### src/rtl/piezo_alert_mon.sv
// piezo_alert_mon: qualifies over-speed and battery-low alerts with run-length
// filters and gates the steer tune request behind them.
//
// Ports:
//   clk, rst_n        clock, asynchronous active-low reset
//   vld               single-cycle sample strobe for batt/lft_spd/rght_spd
//   batt              unsigned battery reading
//   lft_spd, rght_spd signed wheel speeds
//   en_steer_in       rider-on / steer-enable level
//   too_fast          filtered over-speed alert (registered)
//   batt_low          filtered battery-low alert (registered)
//   en_steer          steer request, suppressed by either alert (registered)
//
// Build option: define PIEZO_ALERT_HYST_EN to compile in clear-side hysteresis
// (SPD_LO, BATT_HYST). Without it each alert clears on the inverse of its set
// condition and those two parameters are unused.

// Run-length filter: alert flips only after FILT_CNT consecutive qualifying samples.
module piezo_alert_filt #(
  parameter int unsigned FILT_CNT = 16
) (
  input  logic clk,
  input  logic rst_n,
  input  logic vld,
  input  logic set,
  input  logic clr,
  output logic alert
);

  localparam int unsigned CNT_W = 8;
  localparam logic [CNT_W:0] FILT_LIM = (CNT_W+1)'(FILT_CNT);

  typedef enum logic [1:0] {
    ST_OK       = 2'd0,
    ST_PEND_SET = 2'd1,
    ST_ALERT    = 2'd2,
    ST_PEND_CLR = 2'd3
  } state_e;

  state_e           state_q, state_d;
  logic [CNT_W-1:0] cnt_q, cnt_d;
  logic             alert_q, alert_d;
  logic [CNT_W:0]   cnt_inc_c;
  logic             run_done_c;

  // cnt is 0 in OK/ALERT, so run_done also covers the FILT_CNT == 1 shortcut.
  assign cnt_inc_c  = {1'b0, cnt_q} + (CNT_W+1)'(1);
  assign run_done_c = (cnt_inc_c == FILT_LIM);

  always_ff @(posedge clk or negedge rst_n) begin
    if (!rst_n) begin
      state_q <= ST_OK;
      cnt_q   <= '0;
      alert_q <= 1'b0;
    end else begin
      state_q <= state_d;
      cnt_q   <= cnt_d;
      alert_q <= alert_d;
    end
  end

  // Next-state and count update; everything holds while vld is low.
  always_comb begin
    state_d = state_q;
    cnt_d   = cnt_q;
    if (vld) begin
      unique case (state_q)
        ST_OK: begin
          if (set) begin
            state_d = run_done_c ? ST_ALERT : ST_PEND_SET;
            cnt_d   = run_done_c ? '0 : cnt_inc_c[CNT_W-1:0];
          end
        end
        ST_PEND_SET: begin
          if (!set) begin
            state_d = ST_OK;
            cnt_d   = '0;
          end else if (run_done_c) begin
            state_d = ST_ALERT;
            cnt_d   = '0;
          end else begin
            cnt_d   = cnt_inc_c[CNT_W-1:0];
          end
        end
        ST_ALERT: begin
          if (clr) begin
            state_d = run_done_c ? ST_OK : ST_PEND_CLR;
            cnt_d   = run_done_c ? '0 : cnt_inc_c[CNT_W-1:0];
          end
        end
        ST_PEND_CLR: begin
          if (!clr) begin
            state_d = ST_ALERT;
            cnt_d   = '0;
          end else if (run_done_c) begin
            state_d = ST_OK;
            cnt_d   = '0;
          end else begin
            cnt_d   = cnt_inc_c[CNT_W-1:0];
          end
        end
        default: begin
          state_d = ST_OK;
          cnt_d   = '0;
        end
      endcase
    end
    alert_d = (state_d == ST_ALERT) || (state_d == ST_PEND_CLR);
  end

  assign alert = alert_q;

endmodule

module piezo_alert_mon #(
  parameter int unsigned FILT_CNT  = 16,
  parameter logic [11:0] SPD_HI    = 12'd1536,
  parameter logic [11:0] SPD_LO    = 12'd1280,
  parameter logic [11:0] BATT_LO   = 12'd2048,
  parameter logic [11:0] BATT_HYST = 12'd64
) (
  input  logic        clk,
  input  logic        rst_n,
  input  logic        vld,
  input  logic [11:0] batt,
  input  logic [11:0] lft_spd,
  input  logic [11:0] rght_spd,
  input  logic        en_steer_in,
  output logic        too_fast,
  output logic        batt_low,
  output logic        en_steer
);

  logic [12:0] spd_sum_c;
  logic [11:0] spd_avg_c;
  logic [11:0] spd_mag_c;
  logic        spd_set_c, spd_clr_c;
  logic        batt_set_c, batt_clr_c;
  logic        too_fast_w, batt_low_w;
  logic        en_steer_q, en_steer_d;

  // Average of the two wheels, then magnitude; -2048 maps to 12'h800 (2048).
  assign spd_sum_c = {lft_spd[11], lft_spd} + {rght_spd[11], rght_spd};
  assign spd_avg_c = spd_sum_c[12:1];
  assign spd_mag_c = spd_avg_c[11] ? 12'(~spd_avg_c + 12'd1) : spd_avg_c;

  assign spd_set_c  = (spd_mag_c > SPD_HI);
  assign batt_set_c = (batt < BATT_LO);

`ifdef PIEZO_ALERT_HYST_EN
  // Clear threshold widened to 13 bits so BATT_LO + BATT_HYST cannot wrap.
  assign spd_clr_c  = (spd_mag_c < SPD_LO);
  assign batt_clr_c = ({1'b0, batt} >= (13'(BATT_LO) + 13'(BATT_HYST)));
`else
  logic unused_hyst_c;
  assign unused_hyst_c = ^{SPD_LO, BATT_HYST};
  assign spd_clr_c     = !spd_set_c;
  assign batt_clr_c    = !batt_set_c;
`endif

  piezo_alert_filt #(.FILT_CNT(FILT_CNT)) u_spd_filt (
    .clk   (clk),
    .rst_n (rst_n),
    .vld   (vld),
    .set   (spd_set_c),
    .clr   (spd_clr_c),
    .alert (too_fast_w)
  );

  piezo_alert_filt #(.FILT_CNT(FILT_CNT)) u_batt_filt (
    .clk   (clk),
    .rst_n (rst_n),
    .vld   (vld),
    .set   (batt_set_c),
    .clr   (batt_clr_c),
    .alert (batt_low_w)
  );

  // Steer request follows the input one cycle late, blocked by either live alert.
  assign en_steer_d = en_steer_in & ~too_fast_w & ~batt_low_w;

  always_ff @(posedge clk or negedge rst_n) begin
    if (!rst_n) begin
      en_steer_q <= 1'b0;
    end else begin
      en_steer_q <= en_steer_d;
    end
  end

  assign too_fast = too_fast_w;
  assign batt_low = batt_low_w;
  assign en_steer = en_steer_q;

endmodule

### config.mk
export PLATFORM = sky130hd
export DESIGN_NAME = piezo_alert_mon
export DESIGN_NICKNAME = d
export VERILOG_FILES = /design/src/rtl/piezo_alert_mon.sv
export SDC_FILE = /design/constraint.sdc
export NUM_CORES = 1
export LEC_CHECK = 0
export BUFFER_PORTS_ARGS = -buffer_cell sky130_fd_sc_hd__buf_2
export CORE_AREA = 4 4 74 69
export CTS_CLUSTER_SIZE = 12
export DETAILED_ROUTE_END_ITERATION = 6
export DIE_AREA = 0 0 78 73
export PLACE_DENSITY = 0.72
export SLEW_MARGIN = 15
export SYNTH_ARGS = -nofsm -noshare
export SYNTH_HDL_FRONTEND = slang
export SYNTH_SLANG_ARGS = --single-unit
export TNS_END_PERCENT = 5
### constraint.sdc
create_clock -name clk -period 2.7 [get_ports clk]
set_input_delay 0.27 -clock clk [delete_from_list [all_inputs] [get_ports clk]]
set_output_delay 0.27 -clock clk [all_outputs]
set_load 0.05 [all_outputs]
==> flow_metrics.tcl, run 1 <==
set metrics [dict create \
    status "finished, violations left" \
    violations "setup timing" \
    crit_chain "buf_2 -> ha_1 -> a21oi_1 -> o221ai_2 -> nor4_1 -> a2111oi_4 -> buf_4 -> or4_4 -> nand3_4 -> nor2_4 -> o41ai_4 -> buf_6 -> o2bb2ai_4" \
    nNetsFinal 392 \
    postPlaceCellArea_um2 2730 \
    drive_gt1_frac 0.399 \
    setup_ws_ns -0.301 \
    synth_edf_count 0 \
    tightestPinTransition_ns 0.550 \
    dr.pass1.iters 4 \
    worstPathRequired_ns 2.89 \
    crit_fanout 8 \
    drc_errors 0 \
    skew_ns 0.00221 \
    critPathSlowestCell "or4_4" \
    cts_buffers 3 \
    root_buffer "clkbuf_8" \
    die_w_um 78 \
    ant_nets 0 \
    io_buffers 31 \
    timing.final.crit_share 1.11 \
    wire_per_inst_um 13.7 \
    synth_warnings 0 \
    ys_top_cells_by_area "dfrtp_1 27%, ha_1 8.2%, nand2_1 5.3%, o21ai_0 5.2%, o2bb2ai_1 3.7%" \
    post-synth-top-area-cell "dfrtp_1" \
    synthTopCellsByCount "30 x nand2_1, 23 x dfrtp_1, 22 x o21ai_0" \
    grt_max_degree 24 \
    syn_to_final_growth_pct 42.7 \
    synth_flop_cell "dfrtp_1" \
    grt_pass1_wl_um 9290 \
    initial_core_util 0.490 \
    finalHoldViolations 0 \
    num_io_pins 43 \
    critPathMaxStageDelay_ns 0.52 \
    avgViaCountPerCell 5.56 \
    ys_seq_area_frac 0.270 \
    multi_input_area_um2 1720 \
    synthArstFlopShare 1.00 \
    syn_inst 253 \
    grt_pass1_vias 2150 \
    total_power_mw 1.53 \
    clock_sinks 23 \
    grt_setup_unrepaired "yes" \
    final_cell_area_um2 3040 \
    critical_path_arrival_ns 3.20 \
    ys_ff_latch 23 \
    worstSkewPairLatency_ns 0.26 \
    antenna_found_initial 0 \
    critPathLaunchType "input pin" \
    cts_tree "yes" \
    setup_viol 11 \
    drv_cap 0 \
    synth.avg_cell_area_um2 8.41 \
    min_period_ns 3.00 \
    hold_class "in2reg" \
    diodes 0 \
    register_area_um2 576 \
    slew_headroom 0.630 \
    path_class "in2reg" \
    hpwlAfterDp_um 3970 \
    die_h_um 73 \
    synth_nets 308 \
    htreeDepth 1 \
    yosys.cell_count.top_type "nand2_1" \
    syn_area_um2 2130 \
    p_leak_nw 1.36 \
    p_per_area_nw_per_um2 504 \
    wl_um 5460 \
    rows 23 \
    die_area_um2 5690 \
    path_clk_slew_ns 0.08 \
    ir_drop_uv 258 \
    crit_path_end_kind "register" \
    clock.fmax_mhz 333 \
    synth.distinct_cells 59 \
    grt_usage 0.196 \
    synth_top_area_frac 0.270 \
    routabilityCongestion 0.887 \
    drtIter0Drc 154 \
    cts.path.max_buffers 2 \
    setup_tns_ns -2.62 \
    drv_slew 0 \
    core_um2 4350 \
    grt_overflow 0 \
    num_vias 2214 \
    num-fill-cells 327 \
]
-- final cells by class --
cell class	instances	area share
inverter	9	0.0111
multi-input combinational	217	0.566
clock buffer	3	0.0136
timing repair buffer	83	0.192
clock inverter	1	0.00165
tap	62	0.0255
sequential	23	0.190
-- per-layer routing --
layer,GRT usage,vias to the layer above,wire (µm),share of wire
li1,-,1136,-,-
met5,0,-,0,0
met2,0.355,36,2640,0.48
met4,0.0330,0,10,0.0018
met3,0.0272,2,196,0.036
met1,0.254,1040,2610,0.48
-- worst max-delay path: cells and delay by family --
kind | cells | cell delay (ns)
AO/OA/AOI/OAI | 5 | 0.96
buffers and inverters | 3 | 0.47
adder cells (fa/ha/maj) | 1 | 0.33
AND/OR/NAND/NOR | 4 | 1.17
-- cells by family (layout without fill, tap and decap cells) --
group	Yosys count	in the layout	share of synthesized area
XOR/XNOR	9	9	0.0406
AND/OR/NAND/NOR	106	106	0.258
flip-flops	23	23	0.270
AO/OA/AOI/OAI	83	83	0.295
buffers and inverters	13	96	0.0247
multiplexers	4	4	0.0194
adder cells (fa/ha/maj)	15	15	0.0917
-- metrics by stage --
step / cells / setup slack [ns] / utilization / hold WS [ns]
floorplan: 253 / -0.378 / - / -0.0256
global placement: 383 / -0.662 / 0.628 / 0.273
detailed placement: 383 / -0.793 / 0.628 / 0.276
CTS: 398 / -0.249 / 0.693 / 0.230
global route: 398 / -0.439 / 0.699 / 0.226
finish: 398 / -0.301 / 0.699 / 0.238
-- what timing repair did --
item,in CTS,in global routing
resized for setup,31,5
endpoints found under the setup margin,11,11
cloned,0,0
endpoints found under the hold margin,23,0
hold buffers,1,0
setup buffers,10,0
pin swaps,19,1
-- final timing paths --
check / slack, ns / start / end / cells after the start
max: -0.30 / lft_spd[6] / u_spd_filt.cnt_q[3]$_DFFE_PN0P_ / 13
min in group asynchronous: 0.51 / rst_n / u_batt_filt.cnt_q[3]$_DFFE_PN0P_ / 2
min reg2reg: 0.43 / u_spd_filt.alert$_DFF_PN0_ / en_steer$_DFF_PN0_ / 1
max reg2reg: 0.42 / u_batt_filt.cnt_q[0]$_DFFE_PN0P_ / u_batt_filt.state_q[0]$_DFF_PN0_ / 8
max in group asynchronous: 1.84 / rst_n / u_batt_filt.cnt_q[0]$_DFFE_PN0P_ / 2
min: 0.24 / batt[11] / u_batt_filt.alert$_DFF_PN0_ / 2
-- cell usage in the layout (no fill, tap or decap), drive strengths merged, types with 6 or more instances in the layout --
cell type	count
inv	9
nand2	31
dfrtp	23
nor3	7
o21ai	23
nor2	17
nand3	13
buf	82
a21oi	14
o2bb2ai	9
and3	6
ha	14
-- flip-flops by register name, indices dropped and copies added (netlist names) --
name                 count
u_batt_filt.cnt_q        8
u_spd_filt.cnt_q         8
u_batt_filt.state_q      2
u_spd_filt.state_q       2
en_steer                 1
u_batt_filt.alert        1
u_spd_filt.alert         1
-- power breakdown --
| part | internal, mW | leakage, nW | switching (mW) |
|---|---|---|---|
| Sequential | 0.420 | 0.303 | 0.103 |
| Combinational | 0.401 | 1.03 | 0.391 |
| Clock | 0.103 | 0.0255 | 0.111 |
(Power assumes the default switching activity.)
==> inputs of run 2 (changes only) <==
--- a/config.mk
+++ b/config.mk
@@ -6,10 +6,11 @@
 export NUM_CORES = 1
 export LEC_CHECK = 0
 export BUFFER_PORTS_ARGS = -buffer_cell sky130_fd_sc_hd__buf_2
-export CORE_AREA = 4 4 74 69
+export CORE_AREA = 2 2 72 67
+export CTS_BUF_LIST = sky130_fd_sc_hd__clkbuf_8
 export CTS_CLUSTER_SIZE = 12
 export DETAILED_ROUTE_END_ITERATION = 6
-export DIE_AREA = 0 0 78 73
+export DIE_AREA = 0 0 74 69
 export PLACE_DENSITY = 0.72
 export SLEW_MARGIN = 15
 export SYNTH_ARGS = -nofsm -noshare
==> run 2 against run 1 <==
  * The run still ends with setup timing left
  * Clock skew increased by 0.0040 ns
  * Global-route usage increased by 1.3 points
  * Register-to-register slack improved by 0.13 ns
  * Non-clock buffer count decreased by 1
  * Fmax up 1.9%
  * Critical path depth stayed put
  * Largest cell class unchanged
==> flow_metrics.tcl, run 2 (synthesis gave the netlist of run 1 again) <==
set metrics [dict create \
    dr_wl_met3_um 175 \
    drive_gt1_frac 0.406 \
    nNetsFinal 391 \
    wl_met2_um 2480 \
    core_um2 4350 \
    io_buffers 31 \
    antenna_found_initial 0 \
    num-fill-cells 334 \
    root_buffer "clkbuf_8" \
    skew_ns 0.00622 \
    violations "setup timing" \
    die_area_um2 5110 \
    setup_ws_ns -0.246 \
    setup_viol 9 \
    worstSkewPairLatency_ns 0.27 \
    p_leak_nw 1.37 \
    timing.final.crit_share 1.09 \
    cts_buffers 3 \
    status "finished, violations left" \
    clock.fmax_mhz 339 \
    drtIter0Drc 138 \
    grt_max_degree 24 \
    tightestPinTransition_ns 0.517 \
    critPathMaxStageDelay_ns 0.36 \
    grt_overflow 0 \
    grt_pass1_wl_um 8870 \
    cp_top_family "compound AO/OA/AOI/OAI gates" \
    top_layer_used "met4" \
    drc_errors 0 \
    register_area_um2 576 \
    critical_path_arrival_ns 3.14 \
    htreeDepth 1 \
    avgViaCountPerCell 5.52 \
    grt_usage 0.209 \
    cts_tree "yes" \
    path_clk_slew_ns 0.09 \
    die_h_um 69 \
    total_power_mw 1.54 \
    drv_slew 0 \
    wire_per_inst_um 13.0 \
    grt_setup_unrepaired "yes" \
    drv_cap 0 \
    critPathLaunchType "input pin" \
    rows 23 \
    crit_fanout 8 \
    drt-met1-wl_um 2490 \
    num_io_pins 43 \
    hpwlAfterDp_um 3830 \
    min_period_ns 2.95 \
    final_cell_mix "46 x buf_4, 29 x nand2_1, 25 x buf_2" \
    slew_headroom 0.653 \
    multi_input_area_um2 1740 \
    wl_um 5160 \
    cts.path.max_buffers 2 \
    path_class "in2reg" \
    crit_chain "buf_2 -> ha_2 -> a21o_1 -> o211a_1 -> o21a_4 -> or2_4 -> o32a_1 -> a211o_1 -> o211a_1 -> buf_6 -> o41ai_4 -> buf_6 -> o2bb2ai_2" \
    critPathSlowestCell "o32a_1" \
    crit_path_end_kind "register" \
    hold_class "in2reg" \
    clock_sinks 23 \
    place_ws_ns -0.699 \
    dr.pass1.iters 4 \
    ant_nets 0 \
    p_per_area_nw_per_um2 501 \
    ir_drop_uv 294 \
    finalHoldViolations 0 \
    syn_to_final_growth_pct 44.2 \
    setup_tns_ns -2.08 \
    worstPathRequired_ns 2.89 \
    final_common_cell "buf_4" \
    routabilityCongestion 0.843 \
    worst-path-buf-inv 3 \
    reg.largest.list "u_batt_filt.cnt_q: 8 flops, u_spd_filt.cnt_q: 8 flops" \
    die_w_um 74 \
    num_vias 2190 \
    initial_core_util 0.490 \
    grt_pass1_vias 2082 \
    diodes 0 \
]
[run 2: cell count changes in the layout (fill, tap and decap cells not counted), sizes merged]
cell and delta:
buf -1
[run 2: worst reg2reg max path: stages, from the launching register on]
cell,delay [ns]
dfrtp_1,0.41
ha_1,0.23
nand2_1,0.08
or3_1,0.36
o21ai_0,0.17
a31oi_1,0.10
nor3_1,0.37
or2_2,0.22
o21ai_0,0.08
[run 2: repair_timing]
action,in CTS,in global routing
hold buffers,1,0
endpoints found under the hold margin,23,0
setup buffers,5,2
gates resized for setup,30,14
pin swaps,19,9
setup endpoints to repair,11,11
[run 2: path summary, 6_finish.rpt]
path / startpoint / endpoint / slack (ns) / cells past startpoint
max: lft_spd[5] / u_spd_filt.cnt_q[2]$_DFFE_PN0P_ / -0.25 / 13
max in group asynchronous: rst_n / u_batt_filt.state_q[0]$_DFF_PN0_ / 1.84 / 2
max reg2reg: u_batt_filt.cnt_q[0]$_DFFE_PN0P_ / u_batt_filt.state_q[0]$_DFF_PN0_ / 0.55 / 8
min in group asynchronous: rst_n / u_batt_filt.cnt_q[4]$_DFFE_PN0P_ / 0.51 / 2
min reg2reg: u_spd_filt.alert$_DFF_PN0_ / en_steer$_DFF_PN0_ / 0.43 / 1
min: batt[11] / u_batt_filt.alert$_DFF_PN0_ / 0.22 / 2
[run 2: where the power goes]
group | total (mW) | internal (mW) | switching (mW)
sequential | 0.524 | 0.420 | 0.104
combinational | 0.795 | 0.404 | 0.391
clock | 0.217 | 0.103 | 0.114
[run 2: area by class of cell]
type | count | share of cell area
clock inverter | 1 | 0.00163
timing repair buffer | 82 | 0.193
inverter | 9 | 0.0118
sequential | 23 | 0.188
tap | 62 | 0.0253
multi-input combinational | 217 | 0.567
clock buffer | 3 | 0.0135
[run 2: per-stage QoR]
stage	hold WS, ns	std cells	cell area (µm²)	util
2_1_floorplan	-0.0256	253	2210	-
3_3_place_gp	0.272	385	2740	0.631
3_5_place_dp	0.271	385	2740	0.631
4_1_cts	0.217	395	2960	0.681
5_1_grt	0.216	397	3070	0.706
6_report	0.218	397	3070	0.706
[run 2: routing by layer]
layer  GRT usage  vias up
li1            -     1130
met1       0.306     1018
met2       0.329       38
met3      0.0395        4
met4      0.0242        0
met5           0        -
==> inputs of run 3 (changes only) <==
--- a/config.mk
+++ b/config.mk
@@ -7,12 +7,12 @@
 export LEC_CHECK = 0
 export BUFFER_PORTS_ARGS = -buffer_cell sky130_fd_sc_hd__buf_2
 export CORE_AREA = 2 2 72 67
-export CTS_BUF_LIST = sky130_fd_sc_hd__clkbuf_8
+export CTS_BUF_LIST = sky130_fd_sc_hd__clkbuf_4
 export CTS_CLUSTER_SIZE = 12
 export DETAILED_ROUTE_END_ITERATION = 6
 export DIE_AREA = 0 0 74 69
 export PLACE_DENSITY = 0.72
-export SLEW_MARGIN = 15
+export SLEW_MARGIN = 40
 export SYNTH_ARGS = -nofsm -noshare
 export SYNTH_HDL_FRONTEND = slang
 export SYNTH_SLANG_ARGS = --single-unit
==> run 3 against run 2 <==
  * The run still ends with setup timing left
  * First-iteration DRC count is 6.5% lower
  * Flip-flop and latch count did not move
  * Clock skew is 0.00089 ns lower
  * Critical endpoint unchanged
  * Highest routed layer unchanged
==> flow_metrics.tcl, run 3 (synthesis gave the netlist of run 1 again) <==
set metrics [dict create \
    status "finished, violations left" \
    violations "setup timing" \
    drv_slew 0 \
    postLayoutCoreUtil 0.702 \
    fin_cells 397 \
    place_inst 385 \
    timing.final.crit_share 1.07 \
    worstPathRequired_ns 2.95 \
    drc_errors 0 \
    ir_drop_uv 295 \
    drv_cap 0 \
    htreeDepth 1 \
    drt-met1-wl_um 2480 \
    grt_pass1_wl_um 8840 \
    clock.fmax_mhz 345 \
    reg.largest.list "u_batt_filt.cnt_q: 8 flops, u_spd_filt.cnt_q: 8 flops" \
    antenna_found_initial 0 \
    top_layer_used "met4" \
    syn_to_final_growth_pct 43.3 \
    startpoint "lft_spd[5]" \
    clock_sinks 23 \
    drive_gt1_frac 0.406 \
    critPathLaunchType "input pin" \
    rr_startpoint "u_batt_filt.cnt_q[0]$_DFFE_PN0P_" \
    final_common_cell "buf_4" \
    nNetsFinal 391 \
    rows 23 \
    initial_core_util 0.490 \
    worstSkewPairLatency_ns 0.32 \
    die_h_um 69 \
    finalHoldViolations 0 \
    dr_wl_met3_um 192 \
    slew_headroom 0.651 \
    r2r-end "u_batt_filt.state_q[0]$_DFF_PN0_" \
    cts_buffers 3 \
    path_class "in2reg" \
    min-delay-start "batt[11]" \
    final_cell_mix "46 x buf_4, 29 x nand2_1, 25 x buf_2" \
    rrSetupSlack_ns 0.53 \
    total_power_mw 1.48 \
    diodes 0 \
    skew_ns 0.00532 \
    core_um2 4350 \
    setup_ws_ns -0.195 \
    crit_path_end_kind "register" \
    cts.path.max_buffers 2 \
    routabilityCongestion 0.843 \
    num_vias 2219 \
    setup_viol 9 \
    die_w_um 74 \
    p_per_area_nw_per_um2 486 \
    num_io_pins 43 \
    io_buffers 31 \
    crit_fanout 8 \
    num-fill-cells 337 \
    cts_tree "yes" \
    grt_usage 0.209 \
    crit_end "u_spd_filt.cnt_q[2]$_DFFE_PN0P_" \
    hpwlAfterDp_um 3830 \
    place_ws_ns -0.699 \
    grt_max_degree 24 \
    dr.pass1.iters 4 \
    drtIter0Drc 129 \
    p_leak_nw 1.36 \
    ff2ff_path_depth 8 \
    root_buffer "clkbuf_4" \
    wire_per_inst_um 13.0 \
    grt_setup_unrepaired "yes" \
    die_area_um2 5110 \
    wl_um 5170 \
    avgViaCountPerCell 5.59 \
    wl_met2_um 2480 \
    min_period_ns 2.89 \
    grt_pass1_vias 2084 \
    tightestPinTransition_ns 0.520 \
    critical_path_arrival_ns 3.14 \
    hold_class "in2reg" \
    path_clk_slew_ns 0.13 \
    ant_nets 0 \
    grt_overflow 0 \
]
==> run 3: cell types whose count changed in the layout (fill, tap and decap cells not counted) <==
cell      delta
clkbuf_8     -3
clkbuf_4     +3
==> run 3: metrics by stage <==
stage / hold slack (ns) / area (µm²) / TNS (ns)
detailed placement: 0.271 / 2740 / -6.86
global placement: 0.272 / 2740 / -6.50
floorplan: -0.0256 / 2210 / -3.23
finish: 0.163 / 3050 / -1.61
CTS: 0.151 / 2940 / -1.46
global route: 0.138 / 3050 / -2.97
==> run 3: cell type report <==
type / instances / area [µm²] / area share
Clock buffer: 3 / 22.5 / 0.00739
Clock inverter: 1 / 5.00 / 0.00164
Inverter: 9 / 36.3 / 0.0119
Multi-Input combinational cell: 217 / 1740 / 0.570
Sequential cell: 23 / 576 / 0.189
Tap cell: 62 / 77.6 / 0.0254
Timing Repair Buffer: 82 / 593 / 0.195
==> run 3: worst min-delay path by stage <==
| stage | end | slack, ns | cells past startpoint |
|---|---|---|---|
| floorplan | en_steer$_DFF_PN0_ | -0.03 | 0 |
| global placement | u_batt_filt.cnt_q[4]$_DFFE_PN0P_ | 0.27 | 1 |
| detailed placement | u_batt_filt.cnt_q[3]$_DFFE_PN0P_ | 0.27 | 1 |
| CTS | u_batt_filt.alert$_DFF_PN0_ | 0.15 | 2 |
| global route | u_batt_filt.alert$_DFF_PN0_ | 0.14 | 2 |
| finish | u_batt_filt.alert$_DFF_PN0_ | 0.16 | 2 |
==> run 3: repair_timing <==
| item | 4_1_cts | 5_1_grt |
|---|---|---|
| gates resized for setup | 30 | 14 |
| hold buffers | 1 | 0 |
| buffers inserted | 5 | 2 |
| endpoints found under the hold margin | 23 | 0 |
| cloned | 0 | 0 |
| setup endpoints to repair | 9 | 11 |
| pin swaps | 19 | 9 |
==> run 3: where the power goes <==
group          internal, mW  switching (mW)  total, mW
Combinational         0.404           0.391      0.795
Clock                0.0554           0.106      0.161
Sequential            0.420           0.106      0.526
==> run 3: metal layers <==
metal  track usage  vias up
met3        0.0395        4
met5             0        -
met4        0.0242        0
li1              -     1130
met2         0.327       35
met1         0.306     1050
==> run 3: worst max-delay path, cell delays in order <==
cell and delay, ns:
buf_2 0.10, ha_2 0.32, a21o_1 0.20, o211a_1 0.27
o21a_4 0.23, or2_4 0.25, o32a_1 0.36, a211o_1 0.26
o211a_1 0.24, buf_6 0.12, o41ai_4 0.21, buf_6 0.20
o2bb2ai_2 0.11
